==> config.mk <==
export PLATFORM = sky130hd
export DESIGN_NAME = seq_divider_flat
export DESIGN_NICKNAME = d
export VERILOG_FILES = /design/src/rtl/sm_pkg.sv /design/src/rtl/seq_divider_if.sv /design/src/rtl/seq_divider_div_step.sv /design/src/rtl/seq_divider.sv /design/src/flat_wrapper.sv
export SDC_FILE = /design/constraint.sdc
export NUM_CORES = 1
export LEC_CHECK = 0
export ABC_AREA = 1
export ABC_CLOCK_PERIOD_IN_PS = 2000
export CAP_MARGIN = 20
export CORE_MARGIN = 2
export CORE_UTILIZATION = 49
export DETAILED_ROUTE_END_ITERATION = 10
export PLACE_DENSITY = 0.77
export SLEW_MARGIN = 20
export SYNTH_ARGS = -nofsm -noshare
export SYNTH_HDL_FRONTEND = slang
export SYNTH_SLANG_ARGS = --single-unit
==> constraint.sdc <==
create_clock -name clk -period 2 [get_ports clk]
set_input_delay 0.2 -clock clk [delete_from_list [all_inputs] [get_ports clk]]
set_output_delay 0.2 -clock clk [all_outputs]
set_load 0.02 [all_outputs]
==> src/rtl/sm_pkg.sv <==
// Shared definitions for the sequential divider: default operand width and FSM state type.
package sm_pkg;

    localparam int DEFAULT_WIDTH = 16;

    typedef enum logic {
        ST_IDLE = 1'b0,
        ST_BUSY = 1'b1
    } state_e;

endpackage

==> src/rtl/seq_divider_if.sv <==
// Request/result bundle of the sequential divider; the requester drives master, the divider is slave.
interface seq_divider_if
    import sm_pkg::*;
#(
    parameter int WIDTH = DEFAULT_WIDTH
) ();

    logic                 start;
    logic [2*WIDTH-1:0]   dividend;
    logic [WIDTH-1:0]     divisor;
    logic [WIDTH-1:0]     quotient;
    logic [WIDTH-1:0]     remainder;
    logic                 ready;
    logic                 done;
    logic                 error;

    modport master (
        output start, dividend, divisor,
        input  quotient, remainder, ready, done, error
    );

    modport slave (
        input  start, dividend, divisor,
        output quotient, remainder, ready, done, error
    );

endinterface

==> src/rtl/seq_divider_div_step.sv <==
// One restoring-division iteration: shift in the next dividend bit, subtract the divisor if it fits.
module div_step
    import sm_pkg::*;
#(
    parameter int WIDTH = DEFAULT_WIDTH
) (
    input  logic [WIDTH:0]   rem_i,
    input  logic             bit_i,
    input  logic [WIDTH-1:0] divisor_i,
    output logic [WIDTH:0]   rem_o,
    output logic             q_bit_o
);

    localparam int RW = WIDTH + 1;

    logic [WIDTH+1:0] shifted;
    logic [WIDTH+1:0] divisor_ext;

    assign shifted     = {rem_i, bit_i};
    assign divisor_ext = {2'b00, divisor_i};

    // The incoming remainder is always below the divisor, so the difference fits in WIDTH+1 bits.
    assign q_bit_o = (shifted >= divisor_ext);
    assign rem_o   = q_bit_o ? RW'(shifted - divisor_ext) : shifted[WIDTH:0];

endmodule

==> src/rtl/seq_divider.sv <==
// Sequential restoring divider: 2W-bit dividend by W-bit divisor, one quotient bit per clock.
module seq_divider
    import sm_pkg::*;
#(
    parameter int WIDTH = DEFAULT_WIDTH
) (
    input  logic          clk,
    input  logic          reset,
    seq_divider_if.slave  bus
);

    localparam int                CNT_W    = $clog2(WIDTH);
    localparam logic [CNT_W-1:0]  LAST_CNT = CNT_W'(WIDTH - 1);

    state_e             state_q, state_d;
    logic [CNT_W-1:0]   cnt_q, cnt_d;
    logic [WIDTH:0]     rem_q, rem_d;
    logic [WIDTH-1:0]   shift_q, shift_d;
    logic [WIDTH-1:0]   divisor_q, divisor_d;
    logic [WIDTH-1:0]   quot_q, quot_d;
    logic [WIDTH-1:0]   remain_q, remain_d;
    logic               done_q, done_d;
    logic               error_q, error_d;

    logic [WIDTH:0]     step_rem;
    logic               step_q_bit;
    logic [WIDTH-1:0]   shift_next;

    div_step #(.WIDTH(WIDTH)) u_step (
        .rem_i     (rem_q),
        .bit_i     (shift_q[WIDTH-1]),
        .divisor_i (divisor_q),
        .rem_o     (step_rem),
        .q_bit_o   (step_q_bit)
    );

    // Dividend bits leave at the top while quotient bits enter at the bottom.
    assign shift_next = {shift_q[WIDTH-2:0], step_q_bit};

    always_comb begin
        // NOTE: every next-state signal gets a default first so no path through the case infers a latch.
        state_d   = state_q;
        cnt_d     = cnt_q;
        rem_d     = rem_q;
        shift_d   = shift_q;
        divisor_d = divisor_q;
        quot_d    = quot_q;
        remain_d  = remain_q;
        done_d    = 1'b0;
        error_d   = error_q;

        unique case (state_q)
            ST_IDLE: begin
                if (bus.start) begin
                    if (bus.dividend[2*WIDTH-1:WIDTH] >= bus.divisor) begin
                        done_d   = 1'b1;
                        error_d  = 1'b1;
                        quot_d   = '1;
                        remain_d = '1;
                    end else begin
                        state_d   = ST_BUSY;
                        cnt_d     = '0;
                        rem_d     = {1'b0, bus.dividend[2*WIDTH-1:WIDTH]};
                        shift_d   = bus.dividend[WIDTH-1:0];
                        divisor_d = bus.divisor;
                        error_d   = 1'b0;
                    end
                end
            end
            ST_BUSY: begin
                rem_d   = step_rem;
                shift_d = shift_next;
                cnt_d   = cnt_q + CNT_W'(1);
                if (cnt_q == LAST_CNT) begin
                    state_d  = ST_IDLE;
                    cnt_d    = '0;
                    quot_d   = shift_next;
                    remain_d = step_rem[WIDTH-1:0];
                    done_d   = 1'b1;
                end
            end
            default: state_d = ST_IDLE;
        endcase
    end

    always_ff @(posedge clk) begin
        // NOTE: state registers use non-blocking assignment so every flop samples pre-edge values.
        if (!reset) begin
            state_q   <= ST_IDLE;
            cnt_q     <= '0;
            rem_q     <= '0;
            shift_q   <= '0;
            divisor_q <= '0;
            quot_q    <= '0;
            remain_q  <= '0;
            done_q    <= 1'b0;
            error_q   <= 1'b0;
        end else begin
            state_q   <= state_d;
            cnt_q     <= cnt_d;
            rem_q     <= rem_d;
            shift_q   <= shift_d;
            divisor_q <= divisor_d;
            quot_q    <= quot_d;
            remain_q  <= remain_d;
            done_q    <= done_d;
            error_q   <= error_d;
        end
    end

    assign bus.ready     = (state_q == ST_IDLE);
    assign bus.done      = done_q;
    assign bus.error     = error_q;
    assign bus.quotient  = quot_q;
    assign bus.remainder = remain_q;

endmodule
==> src/flat_wrapper.sv <==
// flat-port wrapper written by rule: the top's interface ports become plain ports
module seq_divider_flat import sm_pkg::*;
#(
    parameter int WIDTH = DEFAULT_WIDTH
)
  (clk, reset, bus_start, bus_dividend, bus_divisor, bus_quotient, bus_remainder, bus_ready, bus_done, bus_error);
  seq_divider_if #(.WIDTH(WIDTH)) bus_i ();
  input  logic clk;
  input  logic reset;
  input wire logic [$bits(bus_i.start)-1:0] bus_start;
  input wire logic [$bits(bus_i.dividend)-1:0] bus_dividend;
  input wire logic [$bits(bus_i.divisor)-1:0] bus_divisor;
  output wire logic [$bits(bus_i.quotient)-1:0] bus_quotient;
  output wire logic [$bits(bus_i.remainder)-1:0] bus_remainder;
  output wire logic [$bits(bus_i.ready)-1:0] bus_ready;
  output wire logic [$bits(bus_i.done)-1:0] bus_done;
  output wire logic [$bits(bus_i.error)-1:0] bus_error;
  assign bus_i.start = bus_start;
  assign bus_i.dividend = bus_dividend;
  assign bus_i.divisor = bus_divisor;
  assign bus_quotient = bus_i.quotient;
  assign bus_remainder = bus_i.remainder;
  assign bus_ready = bus_i.ready;
  assign bus_done = bus_i.done;
  assign bus_error = bus_i.error;
  seq_divider #(.WIDTH(WIDTH)) u_core (.clk(clk), .reset(reset), .bus(bus_i));
endmodule
=== Word level (Yosys, flattened, before mapping) ===
Index checks and enable logic that the tools add are counted.

* $add $sub $neg: 2
* Order comparisons: 2
* Eq/ne operators: 5
* Muxes and demuxes: 25
* Bitwise logic cells: 2
* Reductions and logical operators: 4

{| class="wikitable"
|+ Operator list
! kind !! number
|-
| $mux 16 || 6
|-
| $pmux 16 s2 || 3
|-
| $mux 17 || 3
|-
| $pmux 17 s2 || 1
|-
| $ge 18x16->1 || 1
|-
| $sub 17x16->17 || 1
|-
| $ge 16x16->1 || 1
|-
| $mux 4 || 3
|-
| $pmux 4 s2 || 1
|-
| $mux 1 || 6
|-
| $ne 2x2->1 const B || 3
|-
| $reduce_and 3->1 || 2
|-
| $add 4x1->4 const B || 1
|-
| $eq 4x4->1 const B || 1
|-
| $pmux 1 s2 || 2
|-
| $reduce_and 2->1 || 2
|-
| $ne 2x1->1 const B || 1
|-
| $not 1->1 || 2
|}

* Register bits after elaboration: 88
* Bits of input ports: 51
* Output and inout bits: 35
* Word-level logic and storage cells: 49

=== Longest topological paths before layout ===
Gate-level depths: netlist of the first run.

* Depth after elaboration: 4
* Depth in mapped cells: 17

=== Modules after synthesis ===
From an unflattened synthesis of the first run, not the netlist that was laid out.

* Cells, all modules: 993
* Area, all modules: 6,358.6 um2

{| class="wikitable"
|+ By module, submodules not included
! module !! times used !! cells an instance !! area each (um2)
|-
| seq_divider || 1 || 704 || 4,853.4
|-
| div_step || 1 || 289 || 1,505.2
|}

=== Worst setup path before layout of the first run ===
Ideal clock, no wire load.

* Kind: register to register
* Start: register u_core.shift_q[15]
* End: register u_core.remain_q[13] (netlist: u_core.bus.remainder[13])
* Library setup time: 113 ps
* Arrival time: 1,784 ps
* Data required time: 1,887 ps
* Slack: 103 ps
* Stages on the path, launching flop included: 14
* Clock period less this slack: 1,897 ps
* Cells stage by stage: dfxtp_1 -> inv_1 -> ha_1 -> inv_1 -> fa_1 -> nand3_1 -> nand3_1 -> nand2_2 -> nand2_8 -> buf_8 -> nand3_2 -> nand2_2 -> nor2_1 -> nor2_1

* Cells in the longest elaborated chain, start to end: 4
* Elaborated cells between the ends (all ways): 5

{| class="wikitable"
|+ RTL lines
! what !! line !! RTL
|-
| start, declared || seq_divider.sv:18 || <nowiki>logic [WIDTH-1:0] shift_q, shift_d;</nowiki>
|-
| start signal, assigned || seq_divider.sv:102 || <nowiki>shift_q <= shift_d;</nowiki>
|-
| $sub 17x16->17 or $ge 18x16->1 (tied branches) || seq_divider_div_step.sv:24, seq_divider_div_step.sv:23 ||
|-
| $mux 17 (*) || seq_divider_div_step.sv:24 || <nowiki>assign rem_o = q_bit_o ? RW'(shifted - divisor_ext) : shifted[WIDTH:0];</nowiki>
|-
| $mux 16 (*) || seq_divider.sv:74 || <nowiki>if (cnt_q == LAST_CNT) begin</nowiki>
|-
| $pmux 16 s2 (*) || seq_divider.sv:52 || <nowiki>unique case (state_q)</nowiki>
|-
| end signal, assigned || seq_divider.sv:105 || <nowiki>remain_q <= remain_d;</nowiki>
|-
| end, declared || seq_divider.sv:21 || <nowiki>logic [WIDTH-1:0] remain_q, remain_d;</nowiki>
|}

Every way passes the cells marked *; elsewhere a longest branch is shown, timed or not. The select of a mux whose other input is x is not followed.
A chain may end at the register's enable or synchronous reset.

=== Final worst setup path of the first run ===
* Start: register u_core.divisor_q[15]
* End: register u_core.rem_q[9]

* Cells in the longest elaborated chain, start to end: 3

{| class="wikitable"
|+ RTL lines
! what !! line !! RTL
|-
| start, declared || seq_divider.sv:19 || <nowiki>logic [WIDTH-1:0] divisor_q, divisor_d;</nowiki>
|-
| start signal, assigned || seq_divider.sv:103 || <nowiki>divisor_q <= divisor_d;</nowiki>
|-
| $ge 18x16->1 || seq_divider_div_step.sv:23 || <nowiki>assign q_bit_o = (shifted >= divisor_ext);</nowiki>
|-
| $mux 17 || seq_divider_div_step.sv:24 ||
|-
| $pmux 17 s2 || seq_divider.sv:52 ||
|-
| end signal, assigned || seq_divider.sv:101 || <nowiki>rem_q <= rem_d;</nowiki>
|-
| end, declared || seq_divider.sv:17 || <nowiki>logic [WIDTH:0] rem_q, rem_d;</nowiki>
|}

Every way passes these cells.

==> results of run 1 <==
==> report_power, final <==
part           internal (mW)  switching, mW  leakage [nW]  total (mW)
Combinational           1.79           2.32          3.19        4.11
Clock                  0.486          0.761        0.0926        1.25
Sequential              1.97          0.169         0.735        2.14
Total                   4.24           3.25          4.02        7.50
==> per-layer routing <==
layer  up-vias  track usage, %
li1       2855               -
met1      2949           37.48
met2       344           50.40
met3        94           3.692
met4         0           12.55
met5         -               0
==> worst reg2reg max path, cell delays in order (launching register included) <==
cell and delay, ns:
dfxtp_2 0.38, inv_2 0.06, ha_4 0.25, a21oi_4 0.18, nor2b_4 0.17, o21ai_2 0.07, nor2_4 0.29, buf_6 0.17
nand3_1 0.11, nand3_2 0.13, o21ai_0 0.12, a21oi_1 0.19
==> layout by cell type, fill, tap and decap left out, types with 8 or more instances in the layout <==
cell type,netlist,final
ha_1,33,9
clkbuf_8,0,9
dfxtp_2,0,26
a21oi_2,1,13
nand2_4,0,14
o31ai_1,12,12
buf_6,0,9
dlymetal6s2s_1,0,30
or2_2,16,16
nand3_4,0,8
inv_1,110,80
a21oi_1,53,37
nor2_1,64,38
ha_4,0,22
buf_4,1,81
o21ai_0,58,52
inv_2,0,27
nand2_2,4,48
nor2_2,3,25
clkdlybuf4s50_1,0,54
nand3b_1,8,8
nand3_1,60,35
nand3_2,1,18
dfxtp_1,88,61
nand4_1,13,13
mux2i_1,13,13
nand2_1,174,115
o21bai_1,12,12
==> worst max-delay path by stage <==
stage,slack (ns),endpoint,startpoint,cells past startpoint
floorplan,0.10,u_core.bus.remainder[13],u_core.shift_q[15],13
global placement,-0.36,u_core.divisor_q[15],bus_divisor[7],12
detailed placement,-0.41,u_core.rem_q[11],bus_divisor[13],11
CTS,-0.06,u_core.bus.remainder[3],u_core.shift_q[15],12
global route,-0.28,u_core.bus.remainder[3],u_core.divisor_q[15],11
finish,-0.22,u_core.rem_q[9],u_core.divisor_q[15],11
==> cells by family (layout without fill, tap and decap cells) <==
kind of cell,count (synthesis),after routing,share of synthesized area [%]
buf+inv,142,308,10.59
simple gates,357,359,30.29
xor+xnor,4,4,0.6622
compound gates,139,139,14.52
fa+ha+maj,34,34,8.182
mux,13,13,2.459
flops,88,88,33.29
==> per-stage QoR <==
step / setup TNS [ns] / hold WS [ns] / utilization, %
after global placement: -23.83 / 0.4281 / 64.95
after floorplan: 0 / 0.3349 / -
final: -4.914 / 0.1190 / 79.38
after global routing: -9.069 / 0.1211 / 79.38
after detailed placement: -28.13 / 0.4326 / 64.95
after CTS: -0.8467 / 0.1744 / 71.64
==> flip-flops by register name (all words and copies together) (netlist names) <==
name                  flops
u_core.bus.remainder     16
u_core.bus.done           1
u_core.divisor_q         16
u_core.shift_q           16
u_core.state_q            1
u_core.cnt_q              4
u_core.bus.quotient      16
u_core.rem_q             17
u_core.bus.error          1
==> area by class of cell <==
| class | instances | area [um^2] | share of cell area [%] |
|---|---|---|---|
| Timing Repair Buffer | 181 | 1755 | 21.23 |
| Sequential cell | 88 | 1798 | 21.75 |
| Clock buffer | 9 | 123.9 | 1.498 |
| Inverter | 111 | 425.4 | 5.145 |
| Clock inverter | 7 | 71.32 | 0.8626 |
| Multi-Input combinational cell | 549 | 3924 | 47.46 |
| Tap cell | 136 | 170.2 | 2.058 |
==> repair_timing <==
action,4_1_cts,5_1_grt
resized for setup,81,219
setup buffers,10,10
gates cloned,2,1
setup endpoints to repair,36,88
pin swaps,24,83
==> results.py, run 1 <==
metrics = {
    "outcome": {
        "run_status": "finished with violations",
        "failing_checks": "negative setup slack",
    },
    "route": {
        "drt.antenna.violating_nets": 0,
        "drt_first_pass_iters": 10,
        "wl_met2_um": 9565,
        "routedLengthMet1_um": 7821,
        "viasPerCell": 5.774,
        "vias": 6242,
        "top_layer_used": "met4",
        "drt_drc_violations_left": 0,
        "dr.first_iter.drc_count": 626,
        "drt_total_wl_um": 20080,
        "wire_per_inst_um": 18.58,
        "met3RoutedLength_um": 1544,
    },
    "synth": {
        "number_of_warnings_reported_in_the_yosys_synthesis_log": 0,
        "syn-instance-count": 777,
        "post_synth_instance_area_um2": 5291,
        "synthMostInstantiatedCell": "nand2_1",
        "cell_types_with_the_highest_counts_after_synthesis": "nand2_1, inv_1, dfxtp_1",
        "post_synthesis_area_per_instance_um2": 6.810,
        "synth-edff-count": 0,
        "synth_seq_cells": 88,
        "synthArstFlopShare_pct": 0,
        "synthFlopType": "dfxtp_1",
        "synth_sequential_area_ratio_pct": 33.29,
        "cell_type_with_the_largest_total_area_after_synthesis": "dfxtp_1",
        "mappedNetlistNets": 862,
        "yosys-top-cells-area": "dfxtp_1, nand2_1, ha_1",
        "synth.distinct_cells": 38,
        "yosysTopAreaCellShare_pct": 33.29,
    },
    "hold_path": {
        "hp-class": "input pin to flip-flop",
        "min_delay_worst_endpoint": "u_core.divisor_q[14]",
        "worst_hold_startpoint": "bus_divisor[14]",
        "worstHoldPathCells": 3,
    },
    "flow_run": {
        "drv.max_cap_violation_count": 0,
    },
    "clock_tree": {
        "root_buffer": "clkbuf_8",
        "cts_num_sinks": 88,
        "clk_pin_slew_ns": 0.10,
        "cts_buffer_depth": 2,
        "ctsHoldBuffers": 0,
        "tritoncts_clock_tree": "built",
        "htree_levels": 3,
        "clk-insertion-delay-late_ns": 0.37,
        "cts_made_buffers": 9,
    },
    "layout": {
        "layout.cells.non_filler": 1081,
        "diodes": 0,
        "post_route_cells_drive_above_1_share_pct": 38.10,
        "fillers": 642,
        "layout_stage_area_growth_over_the_synthesis_result_pct": 56.25,
        "final_instance_area_um2": 8268,
        "final_net_count": 1025,
    },
    "global_route": {
        "grt_util_all_layers_pct": 29.52,
        "grt_pass1_wl_um": 26920,
        "first_global_vias": 5703,
        "maximum_number_of_pins_on_one_net_before_global_route_repair": 72,
        "global_route.overflow_total": 0,
        "antenna_violations_before_repair": 0,
    },
    "floorplanning": {
        "floorplan.initialDensity_pct": 50.80,
        "num_io_pins": 86,
        "dieHeight_um": 107.9,
        "overall_die_area_um2": 11650,
        "std_cell_rows": 37,
        "die_w_um": 107.9,
        "core-area_um2": 10420,
    },
    "timing": {
        "clock-skew-final_ns": 0.01351,
        "final.setup.worst_slack_ns": -0.2224,
        "grt_setup_unrepaired": "yes",
        "post_route_fraction_of_the_period_consumed_by_the_critical_path_pct": 111.1,
        "achievable-frequency_mhz": 450.0,
        "setup-violations-final": 37,
        "clock_period_minus_final_worst_setup_slack_ns": 2.222,
        "final_max_slew_violation_count": 0,
        "hold_violations": 0,
        "max-slew-margin-rel_pct": 54.67,
        "tightestPinTransition_ns": 0.6799,
    },
    "worst_setup_path": {
        "cpLargestDelayFamily": "simple AND/OR/NAND/NOR gates",
        "crit_path_start_kind": "flip-flop",
        "critical_path.n_buffers_inverters": 2,
        "worst-endpoint-required_ns": 2.29,
        "timing.rr.start": "u_core.divisor_q[15]",
        "timing.critical_path.to_type": "flip-flop",
        "worst-r2r-cell-count": 11,
        "critical_path_class": "flip-flop to flip-flop",
        "worst-endpoint-arrival_ns": 2.51,
        "critical_path_peak_fanout": 4,
        "rrSetupSlack_ns": -0.22,
        "crit_path_max_incr_delay_ns": 0.38,
        "critical_path.slowest_cell": "dfxtp_2",
        "worstPathCellList": "inv_2 -> ha_4 -> a21oi_4 -> nor2b_4 -> o21ai_2 -> nor2_4 -> buf_6 -> nand3_1 -> nand3_2 -> o21ai_0 -> a21oi_1",
        "reg2reg_to": "u_core.rem_q[9]",
    },
    "pwr": {
        "max-vdd-ir-drop_mv": 0.4359,
        "power_per_cell_area_nw_per_um2": 906.5,
        "finalPower_mw": 7.495,
        "leakage_nw": 4.019,
    },
    "placement": {
        "dp_cells": 1042,
        "placement.cell_area_um2": 6765,
        "hpwl_um": 12080,
        "place_worst_setup_slack_ns": -0.4051,
        "place_congestion": 0.9824,
        "buffer_ports.inserted": 85,
    },
}
No activity file was read; power rests on OpenSTA's default activity.
==> run 2, diff against run 1 <==
--- a/config.mk
+++ b/config.mk
@@ -9,10 +9,12 @@
 export ABC_CLOCK_PERIOD_IN_PS = 2000
 export CAP_MARGIN = 20
 export CORE_MARGIN = 2
-export CORE_UTILIZATION = 49
+export CORE_UTILIZATION = 51
 export DETAILED_ROUTE_END_ITERATION = 10
-export PLACE_DENSITY = 0.77
+export HOLD_SLACK_MARGIN = 0.02
+export PLACE_DENSITY = 0.78
 export SLEW_MARGIN = 20
 export SYNTH_ARGS = -nofsm -noshare
 export SYNTH_HDL_FRONTEND = slang
+export SYNTH_HIERARCHICAL = 1
 export SYNTH_SLANG_ARGS = --single-unit
==> run 2 against run 1 <==
- the flow still finishes with violations (negative setup slack)
- die area is 15% higher
- area after synthesis up 20%
- utilization shrank 4.1 points
- via count is 8.3% higher
- critical endpoint is now u_core/rem_q[12]
- first-iteration DRC count decreased by 18%
- fmax is 2.9% higher
- critical path depth is 4 higher
- flip-flop and latch count is the same
==> results.py, run 2 <==
metrics = {
    "worst_setup_path": {
        "cpLargestDelayFamily": "simple AND/OR/NAND/NOR gates",
        "critical_path_peak_fanout": 8,
        "critical_path.n_buffers_inverters": 3,
        "crit_path_start_kind": "flip-flop",
        "crit_path_max_incr_delay_ns": 0.37,
        "worstPathCellList": "inv_2 -> ha_4 -> inv_2 -> fa_2 -> nand3_2 -> nand3_2 -> nand2_4 -> nand3_4 -> buf_12 -> nand2_2 -> nand2_2 -> nand2_1 -> nand2_1 -> a21oi_2 -> nor2_2",
        "timing.rr.start": "u_core/shift_q[15]",
        "reg2reg_to": "u_core/rem_q[12]",
        "worst-r2r-cell-count": 15,
        "rrSetupSlack_ns": -0.16,
        "worst-endpoint-required_ns": 2.24,
        "timing.critical_path.to_type": "flip-flop",
        "critical_path.slowest_cell": "fa_2",
        "worst-endpoint-arrival_ns": 2.40,
        "critical_path_class": "flip-flop to flip-flop",
    },
    "synth": {
        "synth.area.mux_share_pct": 0,
        "synthMostInstantiatedCell": "nand2_1",
        "synth_simple_gate_area_share_pct": 37.37,
        "post_synth_fa_ha_maj_area_fraction_pct": 6.808,
        "synthFlopType": "dfxtp_1",
        "synth-edff-count": 0,
        "cell_type_with_the_largest_total_area_after_synthesis": "dfxtp_1",
        "synth_seq_cells": 88,
        "post_synthesis_area_per_instance_um2": 6.403,
        "synth.distinct_cells": 35,
        "synth_compound_gate_area_share_pct": 11.33,
        "yosysTopAreaCellShare_pct": 27.71,
        "number_of_warnings_reported_in_the_yosys_synthesis_log": 6,
        "synth_top_family_by_area": "simple AND/OR/NAND/NOR gates",
        "mappedNetlistNets": 1078,
        "cell_types_with_the_highest_counts_after_synthesis": "nand2_1, inv_1, dfxtp_1",
        "post_synth_instance_area_um2": 6359,
        "yosys-top-cells-area": "dfxtp_1, nand2_1, inv_1",
        "synth_sequential_area_ratio_pct": 27.71,
        "syn-instance-count": 993,
        "synth_xor_xnor_area_share_pct": 0.9642,
        "synthArstFlopShare_pct": 0,
    },
    "clock_tree": {
        "ctsHoldBuffers": 0,
        "cts_num_sinks": 88,
        "cts_made_buffers": 9,
        "htree_levels": 3,
        "clk-insertion-delay-late_ns": 0.35,
        "clk_pin_slew_ns": 0.07,
        "root_buffer": "clkbuf_16",
        "tritoncts_clock_tree": "built",
        "cts_buffer_depth": 2,
    },
    "layout": {
        "post_route_cells_drive_above_1_share_pct": 27.81,
        "diodes": 0,
        "final_cell_mix": "nand2_1, inv_1, buf_4",
        "mostFrequentLayoutCell": "nand2_1",
        "max_flop_register": "u_core/rem_q",
        "largest_register_ffs": 17,
        "fin_util_pct": 75.30,
        "final_net_count": 1245,
        "fillers": 871,
        "layout_stage_area_growth_over_the_synthesis_result_pct": 43.43,
    },
    "floorplanning": {
        "overall_die_area_um2": 13380,
        "die_w_um": 115.7,
        "core-area_um2": 12110,
        "num_io_pins": 86,
        "dieHeight_um": 115.7,
        "floorplan.initialDensity_pct": 52.50,
        "std_cell_rows": 40,
    },
    "pwr": {
        "power_per_cell_area_nw_per_um2": 892.3,
        "switching_power_mw": 3.327,
        "p_sw_share_pct": 40.88,
        "leakage_nw": 4.714,
        "internal_power_component_mw": 4.811,
        "max-vdd-ir-drop_mv": 0.4798,
        "clkPwrFrac_pct": 21.8,
        "comb_power_share_pct": 52.3,
        "seq_power_share_pct": 25.9,
    },
    "placement": {
        "place_worst_setup_slack_ns": -0.3101,
        "place_congestion": 0.9178,
        "buffer_ports.inserted": 85,
        "hpwl_um": 12380,
    },
    "flow_run": {
        "drv.max_cap_violation_count": 0,
    },
    "timing": {
        "post_route_fraction_of_the_period_consumed_by_the_critical_path_pct": 108.0,
        "achievable-frequency_mhz": 462.9,
        "max-slew-margin-rel_pct": 70.46,
        "totalNegativeSetupSlack_ns": -2.406,
        "clock_period_minus_final_worst_setup_slack_ns": 2.160,
        "clock-skew-final_ns": 0.008895,
        "setup-violations-final": 33,
        "final_max_slew_violation_count": 0,
        "final.setup.worst_slack_ns": -0.1601,
        "hold_violations": 0,
        "grt_setup_unrepaired": "yes",
        "tightestPinTransition_ns": 0.4431,
    },
    "route": {
        "drt_drc_violations_left": 0,
        "drt_total_wl_um": 18620,
        "drt.antenna.violating_nets": 0,
        "vias": 6762,
        "dr.first_iter.drc_count": 512,
        "wire_per_inst_um": 13.97,
        "drt_first_pass_iters": 6,
        "viasPerCell": 5.073,
    },
    "global_route": {
        "groute.layer.met1.usage_pct": 33.03,
        "busiest_layer": "met2",
        "first_global_vias": 6154,
        "grt_util_all_layers_pct": 26.12,
        "antenna_violations_before_repair": 0,
        "maximum_number_of_pins_on_one_net_before_global_route_repair": 44,
        "met2_usage_pct": 44.21,
        "grt_pass1_wl_um": 27830,
        "global_route.overflow_total": 0,
        "grtUsageMet3_pct": 4.079,
    },
    "hold_path": {
        "min_delay_worst_endpoint": "u_core/cnt_q[3]",
        "worst_hold_startpoint": "reset",
        "hp-class": "input pin to flip-flop",
        "worstHoldPathCells": 3,
    },
    "outcome": {
        "failing_checks": "negative setup slack",
        "run_status": "finished with violations",
    },
}
## run 2: cell types whose count changed after synthesis, moves of 13 or more
cell	before	now
nand3b_1	8	48
o31ai_1	12	30
or2_2	16	0
mux2i_1	13	0
o21ai_0	58	20
nand3_1	60	32
inv_1	110	184
nor2_1	64	81
a21oi_2	1	21
nand2_1	174	295
nand2_2	4	21
a21oi_1	53	34
## run 2: layer usage
metal	wire, um	up-vias
met1	7923	3067
li1	-	3407
met2	9099	231
met3	997	57
met5	0	-
met4	597	0
## run 2: worst max-delay path by stage
stage               cells past startpoint                  endpoint                 from  slack [ns]
floorplan                              15  u_core/bus.remainder[11]   u_core/shift_q[15]      -0.003
global placement                       13   u_core/bus.quotient[10]       bus_divisor[7]       -0.27
detailed placement                     13   u_core/bus.remainder[0]       bus_divisor[7]       -0.31
CTS                                    15  u_core/bus.remainder[15]   u_core/shift_q[15]       -0.08
global route                           15           u_core/rem_q[7]  u_core/divisor_q[4]       -0.23
finish                                 15          u_core/rem_q[12]   u_core/shift_q[15]       -0.16
## run 2: power by group through the flow
stage / clock, mW / sequential, mW / combinational [mW]
final: 1.78 / 2.11 / 4.25
after floorplan: 0 / 2.16 / 2.22
after global routing: 1.86 / 2.13 / 4.63
after CTS: 1.78 / 2.10 / 3.72
after detailed placement: 0 / 2.12 / 3.51
after global placement: 0 / 2.12 / 3.43
## run 2: repair_timing
item | 4_1_cts | 5_1_grt
setup buffers | 2 | 6
pin swaps | 20 | 12
setup endpoints to repair | 35 | 54
gates resized for setup | 48 | 85
cloned | 0 | 1
## run 2: cell families after synthesis
kind of cell / Yosys count
adders and majority gates: 34
AOI/OAI and AO/OA: 110
and+or+nand+nor: 516
xor gates and xnor gates: 7
buffers and inverters: 238
DFF: 88
## run 2: metrics by stage
step | total power [mW] | instances | instance area, um^2 | hold WS (ns)
6_report | 8.138 | 1333 | 9120 | 0.2914
5_1_grt | 8.616 | 1333 | 9120 | 0.3254
4_1_cts | 7.592 | 1326 | 8728 | 0.2791
3_5_place_dp | 5.632 | 1308 | 8238 | 0.4669
3_3_place_gp | 5.551 | 1308 | 8238 | 0.4632
2_1_floorplan | 4.379 | 993 | 6514 | 0.3348
## run 2: final cells by class
class                      instances  area, um^2  area share [%]
sequential                        88        1785           19.58
multi-input combinational        667        4189           45.93
tap                              168       210.2           2.305
inverter                         188       708.2           7.765
timing repair buffer             206        1923           21.09
clock inverter                     6       65.06          0.7134
clock buffer                      10       239.0           2.620
## run 2: worst register-to-register path, cell delays in order, from the launching register on
cell and delay, ns:
dfxtp_2 0.34, inv_2 0.07, ha_4 0.12, inv_2 0.04, fa_2 0.37, nand3_2 0.09, nand3_2 0.10, nand2_4 0.10
nand3_4 0.11, buf_12 0.16, nand2_2 0.06, nand2_2 0.08, nand2_1 0.09, nand2_1 0.08, a21oi_2 0.17, nor2_2 0.07
==> run 3, diff against run 2 <==
--- a/config.mk
+++ b/config.mk
@@ -7,12 +7,10 @@
 export LEC_CHECK = 0
 export ABC_AREA = 1
 export ABC_CLOCK_PERIOD_IN_PS = 2000
-export CAP_MARGIN = 20
 export CORE_MARGIN = 2
-export CORE_UTILIZATION = 51
+export CORE_UTILIZATION = 35
 export DETAILED_ROUTE_END_ITERATION = 10
 export HOLD_SLACK_MARGIN = 0.02
-export PLACE_DENSITY = 0.78
 export SLEW_MARGIN = 20
 export SYNTH_ARGS = -nofsm -noshare
 export SYNTH_HDL_FRONTEND = slang
==> run 3 against run 2 <==
- the flow still finishes with violations (negative setup slack)
- clock skew is 0.00074 ns lower
- register-to-register slack gained 0.03 ns
- setup slack improved by 0.030 ns
- sequential share of layout area down 0.65 points
- critical path type unchanged
- largest power group unchanged
==> results.py, run 3 (same netlist as run 2, synthesis figures left out) <==
metrics = {
    "clock_tree": {
        "cts_made_buffers": 9,
        "cts_num_sinks": 88,
        "tritoncts_clock_tree": "built",
        "htree_levels": 3,
        "clk_pin_slew_ns": 0.07,
        "clk-insertion-delay-late_ns": 0.35,
        "cts_buffer_depth": 2,
        "ctsHoldBuffers": 0,
        "root_buffer": "clkbuf_16",
    },
    "worst_setup_path": {
        "crit_path_max_incr_delay_ns": 0.42,
        "rrSetupSlack_ns": -0.13,
        "critical_path_class": "flip-flop to flip-flop",
        "timing.critical_path.to_type": "flip-flop",
        "reg2reg_to": "u_core/bus.remainder[0]",
        "cpLargestDelayFamily": "simple AND/OR/NAND/NOR gates",
        "critical_path.slowest_cell": "fa_2",
        "worst-endpoint-arrival_ns": 2.39,
        "worstPathCellList": "inv_2 -> ha_4 -> inv_2 -> fa_2 -> nand3_4 -> nand3_4 -> nand2_4 -> nand3_4 -> buf_12 -> nand2_4 -> nand2_4 -> o31ai_4 -> inv_1 -> nand2_1 -> inv_1",
        "timing.rr.start": "u_core/shift_q[15]",
        "critical_path.n_buffers_inverters": 5,
        "crit_path_start_kind": "flip-flop",
        "critical_path_peak_fanout": 8,
        "worst-r2r-cell-count": 15,
        "worst-endpoint-required_ns": 2.26,
    },
    "hold_path": {
        "hp-class": "input pin to flip-flop",
        "min_delay_worst_endpoint": "u_core/divisor_q[1]",
        "worstHoldPathCells": 4,
        "worst_hold_startpoint": "bus_divisor[1]",
    },
    "timing": {
        "tightestPinTransition_ns": 0.4308,
        "final_max_slew_violation_count": 0,
        "grt_setup_unrepaired": "yes",
        "clock-skew-final_ns": 0.008151,
        "clock_period_minus_final_worst_setup_slack_ns": 2.130,
        "hold_slack_ns": 0.2243,
        "hold_violations": 0,
        "post_route_fraction_of_the_period_consumed_by_the_critical_path_pct": 106.5,
        "setup-violations-final": 30,
        "final.setup.worst_slack_ns": -0.1299,
        "totalNegativeSetupSlack_ns": -2.241,
        "max-slew-margin-rel_pct": 71.28,
        "achievable-frequency_mhz": 469.5,
    },
    "layout": {
        "final_cell_mix": "nand2_1, inv_1, buf_4",
        "mostFrequentLayoutCell": "nand2_1",
        "diodes": 0,
        "max_flop_register": "u_core/rem_q",
        "post_route_cells_drive_above_1_share_pct": 30.74,
        "fin_util_pct": 53.01,
        "layout_stage_area_growth_over_the_synthesis_result_pct": 49.25,
        "largest_register_ffs": 17,
        "final_net_count": 1251,
    },
    "route": {
        "drt_first_pass_iters": 6,
        "dr.first_iter.drc_count": 251,
        "wire_per_inst_um": 13.40,
        "drt_drc_violations_left": 0,
        "drt.antenna.violating_nets": 0,
        "vias": 6505,
        "viasPerCell": 4.646,
        "drt_total_wl_um": 18760,
    },
    "outcome": {
        "failing_checks": "negative setup slack",
        "run_status": "finished with violations",
    },
    "floorplanning": {
        "overall_die_area_um2": 19260,
        "core-area_um2": 17900,
        "dieHeight_um": 138.8,
        "die_w_um": 138.8,
        "num_io_pins": 86,
        "floorplan.initialDensity_pct": 35.52,
        "std_cell_rows": 49,
    },
    "global_route": {
        "maximum_number_of_pins_on_one_net_before_global_route_repair": 85,
        "grt_pass1_wl_um": 28770,
        "antenna_violations_before_repair": 0,
        "global_route.overflow_total": 0,
        "first_global_vias": 6001,
        "grt_util_all_layers_pct": 17.99,
    },
    "pwr": {
        "max-vdd-ir-drop_mv": 0.5574,
        "power_per_cell_area_nw_per_um2": 880.4,
        "leakage_nw": 4.846,
    },
    "flow_run": {
        "drv.max_cap_violation_count": 0,
    },
    "placement": {
        "hpwl_um": 12840,
        "buffer_ports.inserted": 85,
        "place_worst_setup_slack_ns": -0.3214,
        "place_congestion": 0.8414,
    },
}
## run 3: worst max path at each step
| stage | start | end | depth (start not counted) | slack (ns) |
|---|---|---|---|---|
| final | u_core/shift_q[15] | u_core/bus.remainder[0] | 15 | -0.13 |
| after global routing | u_core/divisor_q[13] | u_core/bus.remainder[14] | 15 | -0.22 |
| after CTS | u_core/divisor_q[7] | u_core/rem_q[10] | 16 | -0.06 |
| after detailed placement | bus_dividend[31] | u_core/divisor_q[3] | 11 | -0.32 |
| after global placement | bus_dividend[31] | u_core/divisor_q[0] | 11 | -0.30 |
| after floorplan | u_core/shift_q[15] | u_core/bus.remainder[11] | 15 | -0.003 |
## run 3: worst min-delay path, cell delays in order
cell            delay (ns)
dlymetal6s2s_1        0.11
buf_4                 0.11
nor2_1                0.04
nor2_1                0.08
## run 3: layout make-up
type	instances	area (um^2)
Clock buffer	10	229.0
Timing Repair Buffer	211	1971
Fill cell	1762	8412
Inverter	188	710.7
Tap cell	229	286.5
Sequential cell	88	1797
Clock inverter	6	75.07
Multi-Input combinational cell	668	4422
## run 3: through the flow
step | std cells | cell area [um^2] | power, mW
CTS | 1391 | 8919 | 7.814
global placement | 1368 | 8282 | 5.646
floorplan | 993 | 6514 | 4.379
finish | 1400 | 9490 | 8.355
global route | 1400 | 9490 | 8.914
detailed placement | 1368 | 8282 | 5.679
## run 3: report_power, final
part / switching (mW) / total, mW / internal [mW] / leakage (nW)
registers: 0.143 / 2.10 / 1.96 / 0.735
logic: 2.50 / 4.48 / 1.98 / 3.96
clock network: 0.781 / 1.77 / 0.990 / 0.146
total: 3.42 / 8.35 / 4.93 / 4.85
## run 3: what timing repair did
action / in CTS / in global routing
endpoints found under the setup margin: 34 / 85
pin swaps: 22 / 56
gates cloned: 0 / 4
resized for setup: 71 / 121
buffers inserted: 7 / 5
## run 3: layer usage
layer / wire length, um / share of wire (%) / up-vias / track usage (%)
met5: 0 / 0 / - / 0
met4: 241 / 1.3 / 0 / 3.562
met3: 679 / 3.6 / 16 / 3.280
met2: 9026 / 48 / 101 / 30.36
met1: 8811 / 47 / 2965 / 24.21
li1: - / - / 3423 / -
==> edit: new RTL, flow settings as in run 2 <==
Take the reset off `shift_q` and load it in a clocked block of its own.
--- a/src/rtl/seq_divider.sv
+++ b/src/rtl/seq_divider.sv
@@ -90,5 +90,4 @@
             cnt_q     <= '0;
             rem_q     <= '0;
-            shift_q   <= '0;
             divisor_q <= '0;
             quot_q    <= '0;
@@ -100,5 +99,4 @@
             cnt_q     <= cnt_d;
             rem_q     <= rem_d;
-            shift_q   <= shift_d;
             divisor_q <= divisor_d;
             quot_q    <= quot_d;
@@ -107,4 +105,8 @@
             error_q   <= error_d;
         end
+    end
+
+    always_ff @(posedge clk) begin
+        shift_q <= shift_d;
     end
 
Formal check against the unedited RTL: same outputs for any inputs over 10 cycles, from zero or initial values and one cycle with reset low; that may be too few to reach the edited logic, so the function may still have changed.
==> edit against run 2 <==
Design area down 5.6%; routed wire length decreased by 0.21%; area after synthesis down 2.7%; the flow still finishes with violations (negative setup slack); sequential cell count did not move; critical path type unchanged; critical endpoint is now u_core/bus.remainder[9]; highest routed layer unchanged; hold slack worse by 0.096 ns; power down 6.8%; sequential power rose by 2%; sequential share of layout area increased by 2.8 points; final cell count down 5.7%; worst setup slack lost 0.068 ns.
==> edit: results (changes against run 2) <==
{| class="wikitable"
! Metric !! Value
|-
| Aggregate routed wire length || 18600 µm (-0.21%)
|-
| Layout filler cell count || 934 (+7.2%)
|-
| HPWL Detailed || 12800 µm (+3.8%)
|-
| Worst hold path endpoint || u_core/divisor_q[3]
|-
| Number of placed instances, taps included || 1231 (-5.9%)
|-
| Placement Cell Area || 7830 µm² (-5.0%)
|-
| Wire length on met1 || 7840 µm (-1.0%)
|-
| GRT Resource Usage Total || 27.4% (+1.3 points)
|-
| Number of violations reported at the end of detailed-routing iteration 0 || 612 (+20%)
|-
| Number of flops mapped to enable cells by yosys || 16 (+16)
|-
| Status || finished with violations
|-
| Grt met2 use || 43.4% (-0.80 points)
|-
| Unique cell type count in the Yosys netlist || 34 (-2.9%)
|-
| Final setup violation count || 35 (+6.1%)
|-
| Met3 capacity usage during global routing || 4.66% (+0.58 points)
|-
| Maximum number of pins on one net before global-route repair || 40 (-9.1%)
|-
| Via count of the first global-routing pass || 5856 (-4.8%)
|-
| Leakage power figure || 4.59 nW (-2.5%)
|-
| Maximum level of the CTS H-tree || 3 (unchanged)
|-
| Endpoint of the worst setup timing path || u_core/bus.remainder[9]
|-
| Normalized max-slew margin || 68.5% (-2.0 points)
|-
| Vias after detailed routing || 6558 (-3.0%)
|-
| Final Wtd Congestion || 0.944 (+2.9%)
|-
| Clk pwr share || 20.9% (-0.9 points)
|-
| Routed wire length on met2 || 8670 µm (-4.7%)
|-
| Peak supply drop || 0.436 mV (-9.1%)
|-
| Net count after synthesis || 1024 (-5.0%)
|-
| Critical path launch point || u_core/shift_q[15]
|-
| Top post-synthesis cells by area || dfxtp_1, nand2_1, inv_1
|-
| Violations in the final reports || negative setup slack
|-
| Post-synth ARST share || 0% (unchanged)
|-
| GR Util met1 || 37.4% (+4.4 points)
|-
| Wire length of the first global-routing pass || 28100 µm (+1.1%)
|-
| Mean routed wirelength per cell || 14.8 µm (+5.8%)
|-
| Sequential power share || 28.4% (+2.5 points)
|-
| Delay contributed by the slowest stage of the critical path || 0.40 ns (+0.03 ns)
|-
| Average cell area after synthesis || 6.59 µm² (+2.9%)
|-
| Clock Skew || 0.00997 ns (+0.00108 ns)
|-
| Post-route setup TNS || -5.92 ns (-3.51 ns)
|-
| Clock latency reported for the late side of the worst-skew pair || 0.35 ns (about the same)
|-
| CTS clk-pin slew, worst paths || 0.07 ns (about the same)
|-
| Top fanout value on the critical path || 5 (-3)
|-
| Number of cell instances on the worst register-to-register path || 14 (-1)
|-
| Net switching power of the design || 3.12 mW (-6.3%)
|-
| Post-synthesis sequential area ratio || 31.1% (+3.3 points)
|-
| Layout cells sized above 1 || 22.0% (-5.8 points)
|-
| Worst hold-check slack || 0.195 ns (-0.0961 ns)
|-
| Worst min-delay path startpoint || bus_divisor[3]
|-
| Leading cell types by count after synthesis || nand2_1, inv_1, dfxtp_1
|-
| Arr. time, crit path || 2.48 ns (+0.08 ns)
|-
| Final setup slack of the worst path || -0.228 ns (-0.0683 ns)
|-
| Worst slack, placed || -0.296 ns (+0.0141 ns)
|-
| Routed wire length on met3 || 1450 µm (+46%)
|}
[edit: changes by cell type after synthesis, moves of 15 or more]
cell / change
nor2_1: -18
a21oi_2: -21
dfxtp_1: -16
nand3b_1: -15
edfxtp_1: +16
o21ai_0: -15
nand2_1: +16
[edit: kinds of logic after synthesis]
group	count (synthesis)	synth area share [%]
AND/OR/NAND/NOR	497	37.2
adder cells (fa/ha/maj)	34	7.00
AO/OA/AOI/OAI	79	7.95
XOR/XNOR	7	0.991
buffers and inverters	234	15.8
flip-flops	88	31.1
[edit: layout make-up]
cell class | count | area, µm² | area share [%]
Sequential cell | 88 | 1920 | 22.3
Tap cell | 147 | 184 | 2.14
Inverter | 192 | 721 | 8.37
Multi-Input combinational cell | 619 | 3690 | 42.9
Clock buffer | 10 | 229 | 2.66
Clock inverter | 6 | 43.8 | 0.508
Timing Repair Buffer | 195 | 1820 | 21.1
[edit: timing repair]
action	4_1_cts	5_1_grt
setup endpoints to repair	35	67
cloned	2	1
resized for setup	18	71
setup buffers	4	3
pin swaps	13	20
